## src/rtl/matrix_op_seq.sv

```systemverilog
// matrix_op_seq: element-serial matrix add / subtract / transpose engine.
// A request is accepted in IDLE, operands are latched, and one result element
// is produced per cycle through a single shared LENGTH-bit element unit.
//
// Handshake: start is a request pulse that is only looked at while IDLE.
// An accepted request is followed by busy for n*n cycles and a one-cycle done
// pulse, after which result is final and held; a rejected request (op=3 or an
// unsupported size) produces a one-cycle err pulse instead. Nothing is queued.
module matrix_op_seq #(
  parameter int LENGTH   = 8,
  parameter int MAX_SIZE = 3
) (
  input  logic                                  clk,
  input  logic                                  reset,
  input  logic                                  start,
  input  logic [1:0]                            op,
  input  logic [1:0]                            size,
  input  logic [MAX_SIZE*MAX_SIZE*LENGTH-1:0]   first,
  input  logic [MAX_SIZE*MAX_SIZE*LENGTH-1:0]   second,
  output logic [MAX_SIZE*MAX_SIZE*LENGTH-1:0]   result,
  output logic                                  busy,
  output logic                                  done,
  output logic                                  err
);

  localparam int NE = MAX_SIZE * MAX_SIZE;
  localparam int W  = NE * LENGTH;
  localparam int IW = $clog2(NE + 1);        // element index width
  localparam int NW = $clog2(MAX_SIZE + 1);  // row / column counter width
  localparam int BW = $clog2(W);             // bit-position width for part selects

  localparam logic [1:0] OP_ADD = 2'd0;
  localparam logic [1:0] OP_SUB = 2'd1;

  typedef enum logic [1:0] {
    IDLE = 2'd0,
    RUN  = 2'd1,
    DONE = 2'd2
  } state_t;

  state_t          state_q, state_d;
  logic [1:0]      op_q, op_d;
  logic [1:0]      n_q, n_d;
  logic [W-1:0]    a_q, a_d;
  logic [W-1:0]    b_q, b_d;
  logic [W-1:0]    result_q, result_d;
  logic [IW-1:0]   idx_q, idx_d;
  logic [NW-1:0]   row_q, row_d;
  logic [NW-1:0]   col_q, col_d;
  logic            err_q, err_d;

  logic            req_legal;
  logic [IW-1:0]   n_ext;
  logic [IW-1:0]   last_idx;
  logic [IW-1:0]   src_idx;
  logic [BW-1:0]   dst_pos;
  logic [BW-1:0]   src_pos;
  logic [LENGTH-1:0] a_elem, b_elem, t_elem, elem;

  // Request qualification: op 3 and size 0 are illegal, as is any size above MAX_SIZE.
  always_comb begin
    req_legal = (op != 2'd3) && (size != 2'd0) && (int'(size) <= MAX_SIZE);
  end

  // Shared element unit. Row/column counters track the destination element so
  // the transpose source index (col*n + row) needs no divider.
  always_comb begin
    n_ext    = IW'(n_q);
    last_idx = n_ext * n_ext - IW'(1);
    src_idx  = IW'(col_q) * n_ext + IW'(row_q);
    dst_pos  = BW'(idx_q) * BW'(LENGTH);
    src_pos  = BW'(src_idx) * BW'(LENGTH);
    a_elem   = a_q[dst_pos +: LENGTH];
    b_elem   = b_q[dst_pos +: LENGTH];
    t_elem   = a_q[src_pos +: LENGTH];
    case (op_q)
      OP_ADD:  elem = a_elem + b_elem;
      OP_SUB:  elem = a_elem - b_elem;
      default: elem = t_elem;
    endcase
  end

  // Next-state logic: request acceptance, element sequencing and completion.
  always_comb begin
    state_d  = state_q;
    op_d     = op_q;
    n_d      = n_q;
    a_d      = a_q;
    b_d      = b_q;
    result_d = result_q;
    idx_d    = idx_q;
    row_d    = row_q;
    col_d    = col_q;
    err_d    = 1'b0;
    case (state_q)
      IDLE: begin
        if (start) begin
          if (req_legal) begin
            op_d     = op;
            n_d      = size;
            a_d      = first;
            b_d      = second;
            result_d = '0;
            idx_d    = '0;
            row_d    = '0;
            col_d    = '0;
            state_d  = RUN;
          end else begin
            err_d = 1'b1;
          end
        end
      end
      RUN: begin
        result_d[dst_pos +: LENGTH] = elem;
        if (idx_q == last_idx) begin
          state_d = DONE;
        end else begin
          idx_d = idx_q + IW'(1);
          if (col_q == NW'(n_q) - NW'(1)) begin
            col_d = '0;
            row_d = row_q + NW'(1);
          end else begin
            col_d = col_q + NW'(1);
          end
        end
      end
      DONE: begin
        state_d = IDLE;
      end
      default: begin
        state_d = IDLE;
      end
    endcase
  end

  // State and datapath registers; reset aborts any operation and clears everything.
  always_ff @(posedge clk or posedge reset) begin
    if (reset) begin
      state_q  <= IDLE;
      op_q     <= '0;
      n_q      <= '0;
      a_q      <= '0;
      b_q      <= '0;
      result_q <= '0;
      idx_q    <= '0;
      row_q    <= '0;
      col_q    <= '0;
      err_q    <= 1'b0;
    end else begin
      state_q  <= state_d;
      op_q     <= op_d;
      n_q      <= n_d;
      a_q      <= a_d;
      b_q      <= b_d;
      result_q <= result_d;
      idx_q    <= idx_d;
      row_q    <= row_d;
      col_q    <= col_d;
      err_q    <= err_d;
    end
  end

  // Status outputs decode directly from the registered state, so they are mutually exclusive.
  always_comb begin
    result = result_q;
    busy   = (state_q == RUN);
    done   = (state_q == DONE);
    err    = err_q;
  end

endmodule

```

## config.mk

```make
export PLATFORM = sky130hd
export DESIGN_NAME = matrix_op_seq
export DESIGN_NICKNAME = d
export VERILOG_FILES = /design/src/rtl/matrix_op_seq.sv
export SDC_FILE = /design/constraint.sdc
export NUM_CORES = 1
export LEC_CHECK = 0
export ABC_AREA = 1
export CAP_MARGIN = 5
export CORE_MARGIN = 2
export CORE_UTILIZATION = 47
export CTS_CLUSTER_SIZE = 16
export DETAILED_ROUTE_END_ITERATION = 8
export DONT_BUFFER_PORTS = 1
export SLEW_MARGIN = 10
export SYNTH_ARGS = -nofsm -noshare
export SYNTH_HDL_FRONTEND = slang
export SYNTH_SLANG_ARGS = --single-unit
```

## constraint.sdc

```tcl
create_clock -name clk -period 9.8 [get_ports clk]
set_input_delay 1.47 -clock clk [delete_from_list [all_inputs] [get_ports clk]]
set_output_delay 1.47 -clock clk [all_outputs]
set_load 0.005 [all_outputs]
```

==> impl_metrics.env <==
export IMPL_yosys_top_cells_area="dfrtp_1 (49%), nand2_1 (19%), o21ai_0 (7.4%)"
export IMPL_drt_total_wl_um=32500
export IMPL_crit_path_start="idx_q[0]"
export IMPL_ctsRootBufferMaster="clkbuf_16"
export IMPL_tightest_slew_ns=1.04
export IMPL_drtPass1Iterations=6
export IMPL_finalCritPeriodShare_pct=49.2
export IMPL_yosys_warnings=0
export IMPL_place_area_mm2=0.0118
export IMPL_gr_usage_met3_pct=4.01
export IMPL_place_gp_congestion=0.892
export IMPL_syn_avg_cell_area_um2=7.66
export IMPL_status="complete, no violations"
export IMPL_antenna_found_initial=1
export IMPL_synth_edf_count=0
export IMPL_p_comb_share_pct=51.5
export IMPL_maxSlewHeadroom_pct=30.7
export IMPL_slew_violations=0
export IMPL_grt_max_degree=121
export IMPL_synth_cell_types=44
export IMPL_period_needed_ns=4.82
export IMPL_clockBufferDepth=3
export IMPL_gr_total_overflow=0
export IMPL_yosysTopAreaCell="dfrtp_1"
export IMPL_grt_pass1_wl_um=51700
export IMPL_clk_pin_slew_ns=0.07
export IMPL_vdd_drop_max_uv=178
export IMPL_chipWidth_um=162
export IMPL_powerDensity_mw_per_mm2=409
export IMPL_use_met1_pct=36.6
export IMPL_grt_busiest_layer="met2"
export IMPL_yosysSeqAreaShare_pct=49.3
export IMPL_maxCapViolCount=0
export IMPL_cts_resized=0
export IMPL_skew_ns=0.0144
export IMPL_core_mm2=0.0244
export IMPL_drc=0
export IMPL_post_cts_buffers=0
export IMPL_grt_pass1_vias=9350
export IMPL_cp_data_required_time_ns=10.25
export IMPL_start_util_pct=48.1
export IMPL_internal_power_mw=2.70
export IMPL_p_leak_nw=6.21
export IMPL_layout_drive_gt1_share_pct=6.00
export IMPL_cts_buffers=25
export IMPL_power_mw=5.17
export IMPL_nNetsFinal=1654
export IMPL_worstSetupPathType="flop to flop"
export IMPL_r2r_start="idx_q[0]"
export IMPL_netlist_instances=1530
export IMPL_die_height_um=162
export IMPL_layout_common_cells="nand2_1 (588), dfrtp_1 (229), o21ai_0 (173), nand3_1 (117), inv_1 (97)"
export IMPL_synthToLayoutAreaGrowth_pct=7.90
export IMPL_fin_area_mm2=0.0126
export IMPL_cp_max_fo=54
export IMPL_ioPinCount=226
export IMPL_min_delay_start="b_q[16]"
export IMPL_routed_via_density=5.42
export IMPL_synth_top_area_share_pct=49.3
export IMPL_p_seq_share_pct=30.4
export IMPL_drtAntennaViolNets=0
export IMPL_grt_use_total_pct=24.9
export IMPL_setup_tns_ns=0
export IMPL_cts_tree="yes"
export IMPL_synth_area_mm2=0.0117
export IMPL_swShare_pct=47.7
export IMPL_cts_hold_fix_buffers=0
export IMPL_fin_hold_ws_ns=0.468
export IMPL_synth_nets=1701
export IMPL_synth_seq_cells=231
export IMPL_rsz0062_at_grt="no"
export IMPL_drt_iter0_drc=1090
export IMPL_finalSetupViolCount=0
export IMPL_arrival_ns=5.27
export IMPL_grtUsageMet2_pct=38.7
export IMPL_worst_setup_path_start_kind="flop"
export IMPL_h_tree_depth=1
export IMPL_dp_hpwl_um=22700
export IMPL_insertion_delay_ns=0.53
export IMPL_cp_end_kind="flop"
export IMPL_synth_ff_type="dfrtp_1"
export IMPL_rows=57
export IMPL_async_reset_ff_share_pct=100
export IMPL_portBuffers=0
export IMPL_vias=9895
export IMPL_switching_power_mw=2.47
export IMPL_wire_per_inst_um=17.8
export IMPL_fp_dieArea_mm2=0.0262
export IMPL_fmax_mhz=207
export IMPL_clkSinkCount=231
export IMPL_finalHoldViolCount=0
export IMPL_hold_class="flop to flop"
export IMPL_clock_power_share_pct=18.2
export IMPL_mostFrequentLayoutCell="nand2_1"
-- critical path: stages, from the launching register on --
cell and delay (ns):
dfrtp_2 0.81, buf_4 0.60, o21ai_0 0.19, o21ai_1 0.17
nand2_1 0.07, nand2_1 0.08, nor2_2 0.05, ha_1 0.29
or2_2 0.29, o21ai_0 0.18, inv_1 0.11, fa_1 0.43
o21ai_0 0.25, nand2_1 0.10, nand2_1 0.07, a21oi_1 0.06
xor2_1 0.14, mux2i_1 0.23, nand2_1 0.12, nor2_1 0.19
nand2_1 0.09, o21ai_0 0.18
-- final timing paths --
| kind | slack [ns] | endpoint | depth (start not counted) |
|---|---|---|---|
| min reg2reg | 0.47 | b_q[16] | 2 |
| min in group asynchronous | 0.87 | b_q[3] | 1 |
| max in group asynchronous | 7.50 | a_q[21] | 2 |
| min | 0.47 | b_q[16] | 2 |
| max reg2reg | 4.98 | result[22] | 21 |
| max | 4.98 | result[22] | 21 |
-- state kept, by name (all words and copies together) (netlist names) --
| name | cells |
|---|---|
| op_q | 2 |
| n_q | 2 |
| a_q | 72 |
| idx_q | 4 |
| result | 72 |
| b_q | 72 |
| col_q | 2 |
| state_q | 2 |
| err | 1 |
| row_q | 2 |
-- kinds of logic after synthesis --
group,after synthesis,synth area share (%)
adders and majority gates,20,2.33
AOI/OAI and AO/OA,270,12.5
buffers and inverters,190,6.68
muxes,1,0.0854
xor gates and xnor gates,9,0.672
DFF,231,49.3
and+or+nand+nor,809,28.5
-- cell usage after synthesis, types with 3 or more instances --
cell,count
nand2_1,588
dfrtp_1,231
o21ai_0,173
nand3_1,117
inv_1,98
nor2_1,60
clkbuf_1,52
a21oi_1,51
buf_2,18
ha_1,17
nand2_2,11
o211ai_1,10
nor2_2,8
buf_1,7
xor2_1,7
o21ai_1,6
buf_6,5
inv_2,5
nand3_2,5
nand4_1,5
o31ai_1,5
a211oi_1,4
a32o_1,4
and3_1,4
o21bai_1,4
o22ai_1,4
a31oi_1,3
fa_1,3
nor3_1,3
or2_2,3
-- power by group through the flow --
stage / sequential [mW] / combinational, mW / clock [mW]
after floorplan: 1.48 / 2.03 / 0
after global placement: 1.58 / 2.59 / 0
after detailed placement: 1.58 / 2.63 / 0
after CTS: 1.57 / 2.64 / 0.958
after global routing: 1.61 / 3.01 / 1.00
final: 1.57 / 2.66 / 0.939
-- per-layer routing --
layer	up-vias	wire length, um
li1	4847	-
met1	4663	14800
met2	347	14800
met3	38	2300
met4	0	616
met5	-	0
-- per-stage QoR --
step                      utilization (%)  worst slack (ns)  instances
after floorplan                         -              2.00       1530
after global placement               48.5              5.16       1780
after detailed placement             48.5              5.04       1780
after CTS                            51.8              5.00       1824
after global routing                 51.9              4.60       1825
final                                51.9              4.98       1825
-- layout make-up --
cell class	instances	area, um2
Multi-Input combinational cell	1109	5160
Clock inverter	10	109
Clock buffer	34	699
Inverter	106	410
Sequential cell	231	5780
Tap cell	324	405
Fill cell	2480	11700
Antenna cell	1	2.50
Timing Repair Buffer	10	75.1
Note: power is estimated with default switching activity, not from simulation.
